### src/rtl/shift_sequencer_if.sv
// rtl/shift_sequencer_if.sv - control-unit handshake bundle for the multi-cycle shifter
interface shift_sequencer_if #(
  parameter int WIDTH   = 32,
  parameter int SHAMT_W = 5
);
  logic               start;
  logic [1:0]         op;
  logic [SHAMT_W-1:0] shamt;
  logic [WIDTH-1:0]   operand;
  logic               flush;
  logic               ready;
  logic               busy;
  logic               done;
  logic [WIDTH-1:0]   result;

  // Control unit side: issues requests, watches status and captures result.
  modport master (
    output start, op, shamt, operand, flush,
    input  ready, busy, done, result
  );

  // Shifter side.
  modport slave (
    input  start, op, shamt, operand, flush,
    output ready, busy, done, result
  );
endinterface

### src/rtl/shift_sequencer.sv
// rtl/shift_sequencer.sv - one-bit-per-clock SLL/SRL/SRA/ROTR sequencer for the execute stage
module shift_sequencer #(
  parameter int WIDTH   = 32,
  parameter int SHAMT_W = 5
) (
  input  logic               clk,
  input  logic               rst,
  shift_sequencer_if.slave   bus
);

  typedef enum logic [1:0] {
    ST_IDLE  = 2'd0,
    ST_SHIFT = 2'd1,
    ST_DONE  = 2'd2
  } state_e;

  typedef enum logic [1:0] {
    OP_SLL  = 2'b00,
    OP_SRL  = 2'b01,
    OP_SRA  = 2'b10,
    OP_ROTR = 2'b11
  } op_e;

  state_e             state_q;
  op_e                op_q;
  logic [WIDTH-1:0]   work_q;
  logic [SHAMT_W-1:0] cnt_q;
  logic               ready_q;
  logic               busy_q;
  logic               done_q;
  logic [WIDTH-1:0]   result_q;
  logic [WIDTH-1:0]   shift_d;

  // Single-bit step of the latched operation applied to the work register.
  always_comb begin
    shift_d = work_q;
    unique case (op_q)
      OP_SLL:  shift_d = {work_q[WIDTH-2:0], 1'b0};
      OP_SRL:  shift_d = {1'b0, work_q[WIDTH-1:1]};
      OP_SRA:  shift_d = {work_q[WIDTH-1], work_q[WIDTH-1:1]};
      OP_ROTR: shift_d = {work_q[0], work_q[WIDTH-1:1]};
      default: shift_d = work_q;
    endcase
  end

  // Sequencer FSM with registered handshake outputs; result only moves on completion.
  always_ff @(posedge clk) begin
    if (rst) begin
      state_q  <= ST_IDLE;
      op_q     <= OP_SLL;
      work_q   <= '0;
      cnt_q    <= '0;
      ready_q  <= 1'b1;
      busy_q   <= 1'b0;
      done_q   <= 1'b0;
      result_q <= '0;
    end else begin
      unique case (state_q)
        ST_IDLE: begin
          if (bus.start && !bus.flush) begin
            op_q    <= op_e'(bus.op);
            work_q  <= bus.operand;
            cnt_q   <= bus.shamt;
            ready_q <= 1'b0;
            busy_q  <= 1'b1;
            if (bus.shamt == '0) begin
              // Zero shift completes immediately with the untouched operand.
              result_q <= bus.operand;
              done_q   <= 1'b1;
              state_q  <= ST_DONE;
            end else begin
              state_q  <= ST_SHIFT;
            end
          end
        end
        ST_SHIFT: begin
          if (bus.flush) begin
            state_q <= ST_IDLE;
            ready_q <= 1'b1;
            busy_q  <= 1'b0;
            done_q  <= 1'b0;
          end else begin
            work_q <= shift_d;
            cnt_q  <= cnt_q - SHAMT_W'(1);
            if (cnt_q == SHAMT_W'(1)) begin
              result_q <= shift_d;
              done_q   <= 1'b1;
              state_q  <= ST_DONE;
            end
          end
        end
        ST_DONE: begin
          // Always one cycle; flush here lands in the same place.
          state_q <= ST_IDLE;
          ready_q <= 1'b1;
          busy_q  <= 1'b0;
          done_q  <= 1'b0;
        end
        default: begin
          state_q <= ST_IDLE;
          ready_q <= 1'b1;
          busy_q  <= 1'b0;
          done_q  <= 1'b0;
        end
      endcase
    end
  end

  assign bus.ready  = ready_q;
  assign bus.busy   = busy_q;
  assign bus.done   = done_q;
  assign bus.result = result_q;

endmodule

### src/flat_wrapper.sv
// flat-port wrapper written by rule: the top's interface ports become plain ports
module shift_sequencer_flat 
#(
  parameter int WIDTH   = 32,
  parameter int SHAMT_W = 5
)
  (clk, rst, bus_start, bus_op, bus_shamt, bus_operand, bus_flush, bus_ready, bus_busy, bus_done, bus_result);
  shift_sequencer_if #(.WIDTH(WIDTH), .SHAMT_W(SHAMT_W)) bus_i ();
  input  logic clk;
  input  logic rst;
  input wire logic [$bits(bus_i.start)-1:0] bus_start;
  input wire logic [$bits(bus_i.op)-1:0] bus_op;
  input wire logic [$bits(bus_i.shamt)-1:0] bus_shamt;
  input wire logic [$bits(bus_i.operand)-1:0] bus_operand;
  input wire logic [$bits(bus_i.flush)-1:0] bus_flush;
  output wire logic [$bits(bus_i.ready)-1:0] bus_ready;
  output wire logic [$bits(bus_i.busy)-1:0] bus_busy;
  output wire logic [$bits(bus_i.done)-1:0] bus_done;
  output wire logic [$bits(bus_i.result)-1:0] bus_result;
  assign bus_i.start = bus_start;
  assign bus_i.op = bus_op;
  assign bus_i.shamt = bus_shamt;
  assign bus_i.operand = bus_operand;
  assign bus_i.flush = bus_flush;
  assign bus_ready = bus_i.ready;
  assign bus_busy = bus_i.busy;
  assign bus_done = bus_i.done;
  assign bus_result = bus_i.result;
  shift_sequencer #(.WIDTH(WIDTH), .SHAMT_W(SHAMT_W)) u_core (.clk(clk), .rst(rst), .bus(bus_i));
endmodule
### config.mk
export PLATFORM = sky130hd
export DESIGN_NAME = shift_sequencer_flat
export DESIGN_NICKNAME = d
export VERILOG_FILES = /design/src/rtl/shift_sequencer_if.sv /design/src/rtl/shift_sequencer.sv /design/src/flat_wrapper.sv
export SDC_FILE = /design/constraint.sdc
export NUM_CORES = 1
export LEC_CHECK = 0
export ABC_AREA = 1
export BUFFER_PORTS_ARGS = -buffer_cell sky130_fd_sc_hd__buf_2
export CORE_MARGIN = 8
export CORE_UTILIZATION = 48
export DETAILED_ROUTE_END_ITERATION = 10
export PLACE_DENSITY = 0.7
export SYNTH_ARGS = -nofsm -noshare
export SYNTH_HDL_FRONTEND = slang
export SYNTH_SLANG_ARGS = --single-unit
### constraint.sdc
create_clock -name clk -period 2.1 [get_ports clk]
set_input_delay 0.315 -clock clk [delete_from_list [all_inputs] [get_ports clk]]
set_output_delay 0.315 -clock clk [all_outputs]
set_load 0.02 [all_outputs]
## Word level (Yosys, flattened, before mapping)

Index checks and enable logic that the tools add are counted.
Widths: inputs -> output; s select.

- Output and inout bits: 35
- Register bits: 76

- Add/sub/neg operators: 1
- Equality and inequality tests: 11
- Mux-type cells: 28
- Reductions and logical operators: 12

Operators with widths:

| cell | number |
|---|---|
| $mux 32 | 6 |
| $pmux 32 s2 | 2 |
| $pmux 32 s4 | 1 |
| $mux 5 | 2 |
| $pmux 5 s2 | 1 |
| $mux 1 | 8 |
| $mux 2 | 4 |
| $ne 2x1->1 const B | 3 |
| $pmux 1 s2 | 3 |
| $reduce_and 2->1 | 3 |
| $reduce_and 3->1 | 2 |
| $eq 5x1->1 const B | 1 |
| $logic_not 5->1 | 1 |
| $reduce_and 5->1 | 1 |
| $sub 5x1->5 const B | 1 |
| $eq 2x1->1 const B | 2 |
| $eq 2x2->1 const B | 2 |
| $logic_not 2->1 | 2 |
| $ne 2x2->1 const B | 2 |
| $pmux 2 s2 | 1 |
| $ne 3x2->1 const B | 1 |
| $reduce_bool 2->1 | 1 |
| $logic_and 1x1->1 | 1 |
| $logic_not 1->1 | 1 |

## Longest topological paths before layout

Gate-level depths: netlist of run 1.

- Depth in word-level cells: 5
- Mapped depth: 11

## Least setup slack after synthesis of run 1

No wires, ideal clock.

- Path type: register to register
- Start point: register u_core.cnt_q[1]
- End point: register u_core.result_q[4], in the netlist u_core.bus.result[4]
- Cell stages (with the launch flop): 11
- Slack: 729 ps
- Setup time: 113 ps
- Buffers on the path: 1
- Arrival time: 1258 ps
- Cell sequence: dfxtp_1 inv_1 ha_1 inv_1 nor2_1 nand2_1 nand2_1 nand3_4 buf_4 nor2_1 nor2_1

- Longest elaborated chain between the ends: 3

RTL lines:

| item | line | text |
|---|---|---|
| from (decl) | shift_sequencer.sv:27 | `logic [SHAMT_W-1:0] cnt_q;` |
| from (signal assigned) | shift_sequencer.sv:63 | `cnt_q <= bus.shamt;` |
| from (signal assigned) | shift_sequencer.sv:84 | `cnt_q <= cnt_q - SHAMT_W'(1);` |
| $eq 5x1->1 | shift_sequencer.sv:85 | `if (cnt_q == SHAMT_W'(1)) begin` |
| $ne 2x1->1 (no line) | -- |  |
| $reduce_and 5->1 (no line) | -- |  |
| to (signal assigned) | shift_sequencer.sv:68 | `result_q <= bus.operand;` |
| to (signal assigned) | shift_sequencer.sv:86 | `result_q <= shift_d;` |
| to (decl) | shift_sequencer.sv:31 | `logic [WIDTH-1:0] result_q;` |

Every way passes these cells.
A chain may end at the register's enable or synchronous reset.

## Worst setup path after layout of run 1

- Start point: register u_core.op_q[1]
- End point: register u_core.work_q[9]

- Longest elaborated chain between the ends: 4

RTL lines:

| item | line | text |
|---|---|---|
| from (decl) | shift_sequencer.sv:25 | `op_e op_q;` |
| from (signal assigned) | shift_sequencer.sv:61 | `op_q <= op_e'(bus.op);` |
| $eq 2x2->1 (tied with other cells) | shift_sequencer.sv:37 | `unique case (op_q)` |
| $pmux 32 s4 (*) | shift_sequencer.sv:37 |  |
| $mux 32 (*) | shift_sequencer.sv:77 | `if (bus.flush) begin` |
| $pmux 32 s2 (*) | shift_sequencer.sv:58 | `unique case (state_q)` |
| to (signal assigned) | shift_sequencer.sv:62 | `work_q <= bus.operand;` |
| to (signal assigned) | shift_sequencer.sv:83 | `work_q <= shift_d;` |
| to (decl) | shift_sequencer.sv:26 | `logic [WIDTH-1:0] work_q;` |

Every way passes the cells marked *; elsewhere a longest branch is shown, timed or not. The select of a mux whose other input is x is not followed.

==> flow_summary_export.csv, run 1 <==
group,metric,value,unit
synth,ys_seq_area_frac,0.4008,
sta,finalSetupViolCount,0,
synth,syn_inst,610,
floorplan,rows,32,
placement,gp_congestion,0.7784,
setup_path,crit_type,"reg -> reg",
placement,place_hpwl,6.361,mm
detailed_routing,wl_per_cell,12.28,um
detailed_routing,drtIter0Drc,198,
final_layout,multi_input_area,1790,um^2
grt,grt_antenna_before_repair,0,
setup_path,critPathSlowestCell,"inv_1",
synth,avgSynthCellArea,6.223,um^2
power,peakVddDrop,0.5558,mV
grt,grt_remaining_overflow,0,
synth,synth-seq-cells,76,
detailed_routing,viasPerCell,4.864,
power,powerDensity,903.0,nW/um^2
synth,synthTopCellsByArea,"dfxtp_1 40%, nor2_1 16%, nand2_1 12%",
sta,finalCriticalPeriod,1.777,ns
setup_path,cpPeakStageDelay,0.71,ns
setup_path,critical_path_buf_inv_count,2,
synth,syn-cell-area,3796,um^2
floorplan,die_h,104.9,um
clock_tree,clock_path_buffers,2,
floorplan,start_util,0.4938,
sta,final.period_utilization,0.8463,
synth,synth_cell_types,23,
setup_path,endpoint_kind,"register",
detailed_routing,drcViolationCount,0,
grt,grt_start_max_net_pins,42,
final_layout,final_cells,779,
placement,placed_cells,763,
detailed_routing,vias,3789,
clock_tree,post_cts_buffers,0,
setup_path,crit_top_cell,"inv_1",
final_layout,final_nets,717,
floorplan,io_pins,78,
placement,dp_slack,0.3657,ns
detailed_routing,dr.pass1.iters,4,
final_layout,fillers,823,
status,status,"completed",
setup_path,worst-path-max-fanout,30,
final_layout,antenna_cells,0,
synth,synth_edf_count,0,
clock_tree,clk_latency,0.34,ns
sta,finalHoldViolCount,0,
grt,grt_pass1_wl,16.52,mm
job,drv_cap,0,
clock_tree,cts.htree.levels,3,
clock_tree,clock_sinks,76,
final_layout,seqCellArea,1521,um^2
setup_path,cp_cell_sequence,"nor2_2 -> inv_1 -> nor2_1 -> o21ai_1 -> o21ai_0 -> inv_1",
grt,grt_pass1_vias,3818,
floorplan,die_w,104.9,um
detailed_routing,ant_nets,0,
clock_tree,cts_buffers,9,
synth,synth_most_common_cell,"nor2_1",
synth,synth.top_cells.by_count,"162 x nor2_1, 120 x nand2_1, 77 x inv_1, 76 x dfxtp_1, 59 x o21ai_0",
sta,fin_tns_setup,0,ns
sta,worstMarginPinSlew,0.9786,ns
setup_path,cp_top_family,"buffers and inverters",
sta,fmax,0.5627,GHz
sta,finClkSkew,0.005422,ns
sta,hold_slack,0.2802,ns
synth,ys.flop_type,"dfxtp_1",
hold_path,worstHoldPathType,"in -> reg",
sta,drv_slew,0,
setup_path,critPathArrivalTime,2.06,ns
power,power_leakage,2.404,nW
setup_path,cp.required,2.38,ns
grt,track_usage,0.1755,
synth,synth.net_count,655,
synth,synth-async-reset-ratio,0,
floorplan,core_area,7687,um^2
clock_tree,cts_hold_buf,0,
clock_tree,cts_tree,"done",
final_layout,final_layout_size_suffix_gt1_frac,0.1625,
synth,synth_top_area_frac,0.4008,
setup_path,startpoint_type,"register",
floorplan,dieArea,11010,um^2
detailed_routing,wl,9.568,mm
clock_tree,path_clk_slew,0.08,ns
placement,port_buffers,77,
synth,yosys_warnings,0,
sta,fin_ws,0.3228,ns
sta,relSlewSlack,0.3469,
clock_tree,cts_root_buf,"clkbuf_8",
clock_tree,cts_resized,0,
sta,rsz0062_at_grt,"false",
final_layout,syn_to_final_growth,16.22,%
synth,yosysTopAreaCell,"dfxtp_1",
[stage by stage]
stage	cell area, um^2	utilization	total power (W)
floorplan	3796	-	0.002520
global placement	4195	0.5457	0.002769
detailed placement	4195	0.5457	0.002787
CTS	4412	0.5739	0.004009
global route	4412	0.5739	0.004249
finish	4412	0.5739	0.003984
[registers in the layout, summed over array words and instances, names as in the netlist]
name               cells
u_core.bus.done        1
u_core.bus.ready       1
u_core.work_q         32
u_core.cnt_q           5
u_core.bus.busy        1
u_core.op_q            2
u_core.bus.result     32
u_core.state_q         2
[cell type report]
| type | instances | area share |
|---|---|---|
| Clock inverter | 5 | 0.01702 |
| Inverter | 80 | 0.06863 |
| Sequential cell | 76 | 0.3449 |
| Multi-Input combinational cell | 419 | 0.4058 |
| Clock buffer | 11 | 0.03205 |
| Tap cell | 102 | 0.02893 |
| Timing Repair Buffer | 86 | 0.1027 |
[power breakdown]
part / total (W) / switching, W / internal (W)
Combinational: 0.00103 / 0.000683 / 0.000346
Clock: 0.00123 / 0.000529 / 0.000697
Sequential: 0.00173 / 0.000110 / 0.00162
[kinds of logic (layout without fill, tap and decap cells)]
kind of cell,count (synthesis),count (layout),share of synthesized area
simple gates,300,300,0.3092
fa+ha+maj,2,2,0.006591
flops,76,76,0.4008
buf+inv,115,182,0.1276
compound gates,117,117,0.1559
[worst register-to-register path: cells and delay by family (launching register included)]
family	cells	cell delay, ns
AOI/OAI and AO/OA	2	0.39
buffers and inverters	2	0.79
DFF	1	0.39
and+or+nand+nor	2	0.17
[metal layers]
layer	track usage	share of wire	up-vias	wire length [um]
li1	-	-	1989	-
met1	0.2044	0.45	1687	4320
met2	0.3000	0.47	98	4525
met3	0.03747	0.057	15	546
met4	0.08359	0.018	0	176
met5	0	0	-	0
[cell usage in the layout, fill, tap and decap left out]
cell,count
a21oi_1,13
a21oi_2,1
buf_2,77
buf_4,9
bufinv_16,2
clkbuf_1,1
clkbuf_8,10
clkinv_2,3
dfxtp_1,76
ha_1,2
inv_1,77
inv_2,2
inv_4,1
nand2_1,120
nand2_2,1
nand2_4,1
nand3_1,12
nand3_4,1
nand3b_1,1
nor2_1,162
nor2_2,2
o211ai_1,1
o21ai_0,59
o21ai_1,43
[worst paths after layout]
kind | startpoint | endpoint | slack [ns] | depth (start not counted)
worst min register to register | u_core.bus.done$_SDFFE_PP0P_ | u_core.bus.done$_SDFFE_PP0P_ | 0.45 | 2
worst max register to register | u_core.op_q[1]$_SDFFE_PP0P_ | u_core.work_q[9]$_SDFFE_PP0P_ | 0.32 | 6
worst max-delay path | u_core.op_q[1]$_SDFFE_PP0P_ | u_core.work_q[9]$_SDFFE_PP0P_ | 0.32 | 6
worst min-delay path | bus_op[0] | u_core.op_q[0]$_SDFFE_PP0P_ | 0.28 | 3
No activity file was read; power rests on OpenSTA's default activity.
==> run 2, diff against run 1 <==
- PLACE_DENSITY: 0.7 -> 0.73
- clock period: 2.1 -> 1.5 ns (I/O delays scaled with it)
==> run 2 against run 1 <==
The run now ends with negative setup slack left. Clock skew about the same. Clock-buffer cell count up 3. Global-route usage is 0.34 points lower. Sequential share of layout area is 2.5 points lower. Die area unchanged. Via count is 4.6% higher. Sequential cell count is the same.
==> flow_summary_export.csv, run 2 (synthesis results as in run 1) <==
group,metric,value,unit
floorplan,start_util,0.4938,
sta,finClkSkew,0.005285,ns
sta,fin_ws,-0.01865,ns
placement,place_hpwl,6.887,mm
clock_tree,clock_path_buffers,2,
sta,rsz0062_at_grt,"true",
power,power,0.005604,W
detailed_routing,vias,3965,
sta,finalCriticalPeriod,1.519,ns
final_layout,layout_common_cells,"153 x nor2_1, 114 x nand2_1, 77 x buf_2, 75 x inv_1, 74 x dfxtp_1",
setup_path,worst-path-max-fanout,18,
power,powerDensity,1178,nW/um^2
floorplan,die_h,104.9,um
floorplan,core_area,7687,um^2
final_layout,final_nets,738,
setup_path,crit_type,"reg -> reg",
final_layout,mostFrequentLayoutCell,"nor2_1",
detailed_routing,dr.pass1.iters,5,
detailed_routing,top_layer,"met4",
clock_tree,cts_root_buf,"clkbuf_8",
floorplan,io_pins,78,
clock_tree,path_clk_slew,0.07,ns
hold_path,worstHoldPathType,"in -> reg",
detailed_routing,drt-met1-wl,4.687,mm
final_layout,syn_to_final_growth,25.38,%
setup_path,endpoint_kind,"register",
clock_tree,cts_buffers,9,
sta,drv_slew,0,
grt,track_usage,0.1720,
final_layout,final_layout_size_suffix_gt1_frac,0.2152,
grt,grt_remaining_overflow,0,
power,peakVddDrop,0.6461,mV
sta,finalSetupViolCount,8,
floorplan,rows,32,
clock_tree,cts.htree.levels,3,
detailed_routing,wl_met3,561,um
final_layout,final_cells,799,
detailed_routing,drcViolationCount,0,
final_layout,antenna_cells,0,
grt,grt_antenna_before_repair,0,
detailed_routing,wl_per_cell,13.14,um
detailed_routing,drtIter0Drc,210,
final_layout,fillers,773,
sta,fin_tns_setup,-0.07909,ns
sta,relSlewSlack,0.7283,
status,status,"complete, but fails checks",
detailed_routing,viasPerCell,4.962,
job,drv_cap,0,
placement,port_buffers,77,
sta,final.period_utilization,1.012,
setup_path,cp.required,1.73,ns
sta,fmax,0.6585,GHz
sta,worstMarginPinSlew,0.4076,ns
clock_tree,cts_tree,"done",
grt,grt_pass1_wl,16.26,mm
placement,gp_congestion,0.8164,
floorplan,die_w,104.9,um
setup_path,startpoint_type,"register",
floorplan,dieArea,11010,um^2
clock_tree,cts_hold_buf,0,
status,violations,"negative setup slack",
detailed_routing,ant_nets,0,
clock_tree,clock_sinks,76,
detailed_routing,route.met2.wl,5.132,mm
detailed_routing,wl,10.50,mm
grt,grt_pass1_vias,3648,
grt,grt_start_max_net_pins,42,
setup_path,critPathArrivalTime,1.75,ns
placement,placed_cells,774,
power,power_leakage,2.557,nW
sta,finalHoldViolCount,0,
clock_tree,clk_latency,0.33,ns
[run 2: cell count changes in the layout (fill, tap and decap cells not counted), moves of 3 or more]
cell and delta:
nor2_2 +8, buf_6 +3, clkbuf_8 +3, buf_4 +8, nand2_1 -6, nor2_1 -9
nand2_2 +4, clkbuf_16 +5, buf_12 +4
[run 2: through the flow]
step           instance area (um^2)  utilization  setup WS, ns  hold WS, ns
5_1_grt                        4760       0.6191       -0.1014       0.2431
4_1_cts                        4516       0.5874       0.02580       0.1819
6_report                       4760       0.6191      -0.01865       0.1930
3_5_place_dp                   4328       0.5630       0.03674       0.4419
2_1_floorplan                  3796            -        0.1289       0.3909
3_3_place_gp                   4328       0.5630       0.08868       0.4345
[run 2: report_power, final]
group          internal (W)  leakage (nW)  switching, W
combinational      0.000649          1.83       0.00105
clock              0.000773        0.0986      0.000701
sequential          0.00227         0.625      0.000165
[run 2: critical path, stage by stage (launching register included)]
cell	delay [ns]
dfxtp_2	0.37
ha_4	0.14
inv_2	0.04
nor2_4	0.10
nand2_2	0.09
nand2_4	0.10
nand3_4	0.17
clkbuf_16	0.24
nor2_1	0.11
nor2_1	0.05
[run 2: path summary, 6_finish.rpt]
path	from	end	slack (ns)	depth (start not counted)
setup / recovery	u_core.cnt_q[0]$_SDFFE_PP0P_	u_core.bus.result[6]$_SDFFE_PP0P_	-0.02	9
hold / removal	bus_op[0]	u_core.op_q[0]$_SDFFE_PP0P_	0.19	3
setup reg to reg	u_core.cnt_q[0]$_SDFFE_PP0P_	u_core.bus.result[6]$_SDFFE_PP0P_	-0.02	9
hold reg to reg	u_core.bus.ready$_SDFFE_PP1P_	u_core.bus.ready$_SDFFE_PP1P_	0.46	2
[run 2: layer usage]
layer	global-route usage	up-vias
met5	0	-
met4	0.05607	0
met2	0.2905	119
li1	-	2042
met3	0.03808	14
met1	0.2118	1790
[run 2: repair_timing]
action | CTS | global route
endpoints found under the setup margin | 0 | 39
setup buffers | 0 | 3
gates resized for setup | 0 | 27
[run 2: layout make-up]
type / count / area (um^2) / share of cell area
Clock buffer: 14 / 182.7 / 0.03838
Clock inverter: 1 / 5.005 / 0.001052
Inverter: 80 / 302.8 / 0.06362
Multi-Input combinational cell: 420 / 1866 / 0.3920
Sequential cell: 76 / 1524 / 0.3202
Tap cell: 102 / 127.6 / 0.02681
Timing Repair Buffer: 106 / 752.0 / 0.1580
